===== config.mk =====
export PLATFORM = sky130hd
export DESIGN_NAME = join_any_apb_slave
export DESIGN_NICKNAME = d
export VERILOG_FILES = /design/src/rtl/join_any_apb_slave.sv
export SDC_FILE = /design/constraint.sdc
export NUM_CORES = 2
export LEC_CHECK = 0
export CAP_MARGIN = 20
export CORE_AREA = 2 2 561 563
export CTS_BUF_LIST = sky130_fd_sc_hd__clkbuf_2 sky130_fd_sc_hd__clkbuf_4 sky130_fd_sc_hd__clkbuf_8
export DETAILED_ROUTE_END_ITERATION = 16
export DIE_AREA = 0 0 563 565
export PLACE_DENSITY_LB_ADDON = 0.25
export SLEW_MARGIN = 10
export SYNTH_ARGS = -nofsm -noshare
export SYNTH_HDL_FRONTEND = slang
export SYNTH_SLANG_ARGS = --single-unit
export TNS_END_PERCENT = 10

===== constraint.sdc =====
create_clock -name PCLK -period 3.22 [get_ports PCLK]
set_clock_uncertainty 0.1 [all_clocks]
set_input_delay 0.483 -clock PCLK [delete_from_list [all_inputs] [get_ports PCLK]]
set_output_delay 0.483 -clock PCLK [all_outputs]
set_load 0.005 [all_outputs]

===== src/rtl/join_any_apb_slave.sv =====
// APB3 slave with a word-addressed register file; out-of-range accesses return PSLVERR.
// Latency: 2 + WAIT_STATES cycles per transfer (SETUP + ACCESS); read data is registered at the end of SETUP.
// Backpressure: PREADY is held low for WAIT_STATES ACCESS cycles; back-to-back transfers run at full rate.
module join_any_apb_slave #(
    parameter int ADDR_WIDTH  = 8,
    parameter int DATA_WIDTH  = 32,
    parameter int DEPTH       = 64,
    parameter int WAIT_STATES = 0
) (
    input  logic                  PCLK,
    input  logic                  PRESETn,
    input  logic                  PSEL,
    input  logic                  PENABLE,
    input  logic                  PWRITE,
    input  logic [ADDR_WIDTH-1:0] PADDR,
    input  logic [DATA_WIDTH-1:0] PWDATA,
    output logic [DATA_WIDTH-1:0] PRDATA,
    output logic                  PREADY,
    output logic                  PSLVERR
);

    localparam logic [1:0] IDLE   = 2'd0;
    localparam logic [1:0] SETUP  = 2'd1;
    localparam logic [1:0] ACCESS = 2'd2;

    localparam int                  IDX_W   = (DEPTH > 1) ? $clog2(DEPTH) : 1;
    localparam logic [ADDR_WIDTH:0] DEPTH_L = (ADDR_WIDTH + 1)'(DEPTH);
    localparam logic [3:0]          WS_L    = 4'(WAIT_STATES);

    logic [1:0]            state_q, state_d;
    logic [1:0]            phase;
    logic [3:0]            cnt_q, cnt_d;
    logic [DATA_WIDTH-1:0] prdata_q, prdata_d;
    logic [DATA_WIDTH-1:0] mem_q [DEPTH];
    logic [IDX_W-1:0]      idx;
    logic                  err;
    logic                  ready;
    logic                  wr_en;
    logic                  rd_load;

    assign idx   = PADDR[IDX_W-1:0];
    assign err   = ({1'b0, PADDR} >= DEPTH_L);
    assign ready = (state_q == ACCESS) && (cnt_q == WS_L);
    assign wr_en = PSEL && PENABLE && ready && PWRITE && !err;

    // Current bus phase. The master opens SETUP in the same cycle it raises PSEL,
    // so SETUP is decoded from the bus; only ACCESS needs to be remembered.
    always_comb begin
        phase = IDLE;
        if (state_q == ACCESS) begin
            phase = ACCESS;
        end else if (PSEL && !PENABLE) begin
            phase = SETUP;
        end
    end

    // Next state and wait counter: SETUP always moves to ACCESS, ACCESS stalls until
    // the counter reaches WAIT_STATES; a back-to-back SETUP is picked up by the decode above.
    always_comb begin
        state_d = IDLE;
        cnt_d   = cnt_q;
        case (phase)
            SETUP: begin
                state_d = ACCESS;
                cnt_d   = 4'd0;
            end
            ACCESS: begin
                if (ready) begin
                    state_d = IDLE;
                    cnt_d   = 4'd0;
                end else begin
                    state_d = ACCESS;
                    cnt_d   = cnt_q + 4'd1;
                end
            end
            default: begin
                state_d = IDLE;
                cnt_d   = 4'd0;
            end
        endcase
    end

    // Read data is captured at the SETUP->ACCESS edge so it is valid in the first ACCESS cycle.
    assign rd_load = (phase == SETUP) && !PWRITE;

    // Read data mux: out-of-range reads return zero, otherwise the stored word; writes leave it alone.
    always_comb begin
        prdata_d = prdata_q;
        if (rd_load) begin
            prdata_d = err ? '0 : mem_q[idx];
        end
    end

    // FSM, wait counter and read-data register.
    always_ff @(posedge PCLK or negedge PRESETn) begin
        if (!PRESETn) begin
            state_q  <= IDLE;
            cnt_q    <= 4'd0;
            prdata_q <= '0;
        end else begin
            state_q  <= state_d;
            cnt_q    <= cnt_d;
            prdata_q <= prdata_d;
        end
    end

    // Register file: committed on the completing ACCESS edge of an in-range write.
    always_ff @(posedge PCLK or negedge PRESETn) begin
        if (!PRESETn) begin
            for (int i = 0; i < DEPTH; i++) begin
                mem_q[i] <= '0;
            end
        end else if (wr_en) begin
            mem_q[idx] <= PWDATA;
        end
    end

    assign PRDATA  = prdata_q;
    assign PREADY  = ready;
    assign PSLVERR = ready && err;

endmodule


==> flow_metrics.env <==
export IMPL_synthToLayoutAreaGrowth_pct=20.3
export IMPL_grt_use_total_pct=18.5
export IMPL_r2r_start="cnt_q[0]"
export IMPL_die_w_um=563
export IMPL_ant_nets=0
export IMPL_drv_slew=0
export IMPL_first_global_vias=62736
export IMPL_fp_dieH_um=565
export IMPL_rr_endpoint="mem_q[134]"
export IMPL_routed_wl_um=297000
export IMPL_ys_types=50
export IMPL_synth_top_area_share_pct=55.9
export IMPL_worstHoldPathCells=2
export IMPL_whs_endpoint="mem_q[553]"
export IMPL_reg2reg_slack_ns=0.27
export IMPL_status="completed"
export IMPL_vias=59039
export IMPL_start_util_pct=30.0
export IMPL_synthTopCellsByCount="dfrtp_1 (2085), mux2_2 (1992), clkbuf_1 (373)"
export IMPL_power_density_mw_per_mm2=498
export IMPL_yosysTopAreaCell="dfrtp_1"
export IMPL_synth_warnings=0
export IMPL_final_core_util_pct=36.0
export IMPL_worstSkewPairLatency_ns=1.01
export IMPL_timing_hold_worst_start="PWDATA[9]"
export IMPL_final_layout_size_suffix_gt1_share_pct=50.1
export IMPL_cts_tree="yes"
export IMPL_crit_type="register to output pin"
export IMPL_async_reset_ff_share_pct=100
export IMPL_relSlewSlack_pct=32.7
export IMPL_synth_area_per_cell_sq_um=14.4
export IMPL_end_kind="output pin"
export IMPL_leakage_nw=53.1
export IMPL_design_die_area_sq_mm=0.318
export IMPL_dpl_hpwl_um=194000
export IMPL_rows=205
export IMPL_via_per_inst=5.20
export IMPL_cts_buffers=371
export IMPL_post_route_min_period_ns=3.03
export IMPL_clockBufferDepth=4
export IMPL_maxCapViolCount=0
export IMPL_ir_worst_vdd_mv=0.275
export IMPL_drt_iter0_drc=3871
export IMPL_synth_net_count=6538
export IMPL_start_kind="register"
export IMPL_netlist_area_sq_mm=0.0933
export IMPL_gr_total_overflow=0
export IMPL_rsz0062_at_grt="no"
export IMPL_arrival_ns=2.45
export IMPL_drc_errors=0
export IMPL_drt_pass1_iterations=5
export IMPL_io_buffer_count=78
export IMPL_setup_viol=0
export IMPL_grt_pass1_wl_um=440000
export IMPL_period_share_pct=94.1
export IMPL_synth_edff_count=0
export IMPL_cts_sinks=2085
export IMPL_r2r_cells=12
export IMPL_hold_ws_ns=0.108
export IMPL_gp_congestion=0.830
export IMPL_min_path_type="primary input to register"
export IMPL_hold_viol_final=0
export IMPL_synth_most_common_cell="dfrtp_1"
export IMPL_root_buffer="clkbuf_8"
export IMPL_synthTopCellsByArea="dfrtp_1 (56%), mux2_2 (24%), mux4_2 (4.6%), mux2i_1 (3.5%), a22oi_1 (1.8%)"
export IMPL_worstPathRequired_ns=2.64
export IMPL_syn_inst=6491
export IMPL_place_detailed_instances=10669
export IMPL_io_pins=79
export IMPL_ys_seq_area_share_pct=55.9
export IMPL_h_tree_depth=5
export IMPL_crit_fanout=3
export IMPL_grt_max_degree=149
export IMPL_ys_ff_latch=2085
export IMPL_wl_per_cell_um=26.1
export IMPL_layoutNonFillerInstCount=11356
export IMPL_power_total_mw=55.9
export IMPL_antenna_found_initial=27
export IMPL_worstMarginPinSlew_ns=0.999
export IMPL_fin_nets=6973
export IMPL_clock_fmax_mhz=330
export IMPL_coreArea_sq_mm=0.311
export IMPL_synth_top_flop_cell="dfrtp_1"
export IMPL_clk_pin_slew_ns=0.06
-- stage by stage --
step / TNS, ns / instance area [sq um] / worst slack [ns]
floorplan: 0 / 93300 / 0.597
global placement: -69.30 / 104000 / -0.836
detailed placement: -72.19 / 104000 / -0.478
CTS: 0 / 112000 / 0.0184
global route: 0 / 112000 / 0.0477
finish: 0 / 112000 / 0.189
-- layout make-up --
cell class / count / area (sq um)
Tap cell: 4140 / 5180
Sequential cell: 2085 / 52200
Inverter: 6 / 25.0
Fill cell: 29886 / 199000
Antenna cell: 9 / 22.5
Clock inverter: 53 / 458
Timing Repair Buffer: 741 / 7990
Multi-Input combinational cell: 3721 / 38800
Clock buffer: 601 / 7550
-- power by group --
part           total, mW  internal [mW]  switching (mW)  leakage [nW]
sequential          26.4           26.3          0.0717          29.1
combinational       3.01          0.899            2.11          19.7
clock               26.5           15.1            11.4          4.27
-- state kept, by name (all words and copies together), names as in the netlist --
register  cells
PRDATA       32
cnt_q         4
mem_q      2048
state_q       1
-- worst max-delay path by stage --
| stage | end | start | depth (start not counted) | slack [ns] |
|---|---|---|---|---|
| floorplan | PRDATA[30] | PADDR[0] | 8 | 0.60 |
| global placement | PRDATA[14] | PADDR[0] | 12 | -0.84 |
| detailed placement | PRDATA[21] | PADDR[0] | 11 | -0.48 |
| CTS | PSLVERR | cnt_q[0] | 7 | 0.02 |
| global route | PREADY | cnt_q[1] | 7 | 0.05 |
| finish | PREADY | cnt_q[0] | 7 | 0.19 |
-- metal layers --
metal	global-route usage [%]	wire, um	vias up
li1	-	-	25109
met1	25.3	134000	32142
met2	30.6	141000	1359
met3	3.00	14200	423
met4	4.72	6640	6
met5	0	39	-
-- what timing repair did --
item                                    in CTS  in global routing
gates cloned                                 0                  0
hold endpoints to repair                  2012                  4
pin swaps                                    2                  0
endpoints found under the setup margin      64                  2
gates resized for setup                      4                  2
hold buffers                                17                  1
buffers inserted                             5                  0
-- layout by cell type (no fill, tap or decap), types with 4 or more instances in the layout --
master	count
buf_12	185
clkbuf_4	116
dfrtp_1	2085
clkdlybuf4s50_1	40
mux2i_1	322
diode_2	9
inv_8	4
a21oi_1	28
inv_1	4
clkinv_2	31
a2111oi_0	20
clkbuf_8	485
o211ai_1	28
nor2_1	73
o22ai_1	216
o21ai_0	97
dlygate4sd3_1	18
inv_6	5
buf_4	461
buf_2	31
mux2_2	1992
a221oi_1	137
nand2_1	112
and4b_1	31
clkinvlp_4	6
nand3_1	6
mux4_2	192
mux2_1	56
nor2_4	66
a221o_1	56
bufinv_16	4
a2111oi_2	6
a22oi_1	223
nand4_1	6
-- critical path, stage by stage, from the launching register on --
cell and delay, ns:
dfrtp_1 0.38, inv_1 0.06, ha_1 0.14, nand2b_1 0.08, or3b_4 0.38, buf_4 0.14
inv_1 0.04, dlygate4sd2_1 0.22
-- kinds of logic after synthesis --
logic type / synth area share [%]
compound gates: 6.45
xor+xnor: 0.00939
fa+ha+maj: 0.0268
buf+inv: 3.10
flops: 55.9
mux: 32.8
simple gates: 1.66
Power figures use the tool's default switching activity.
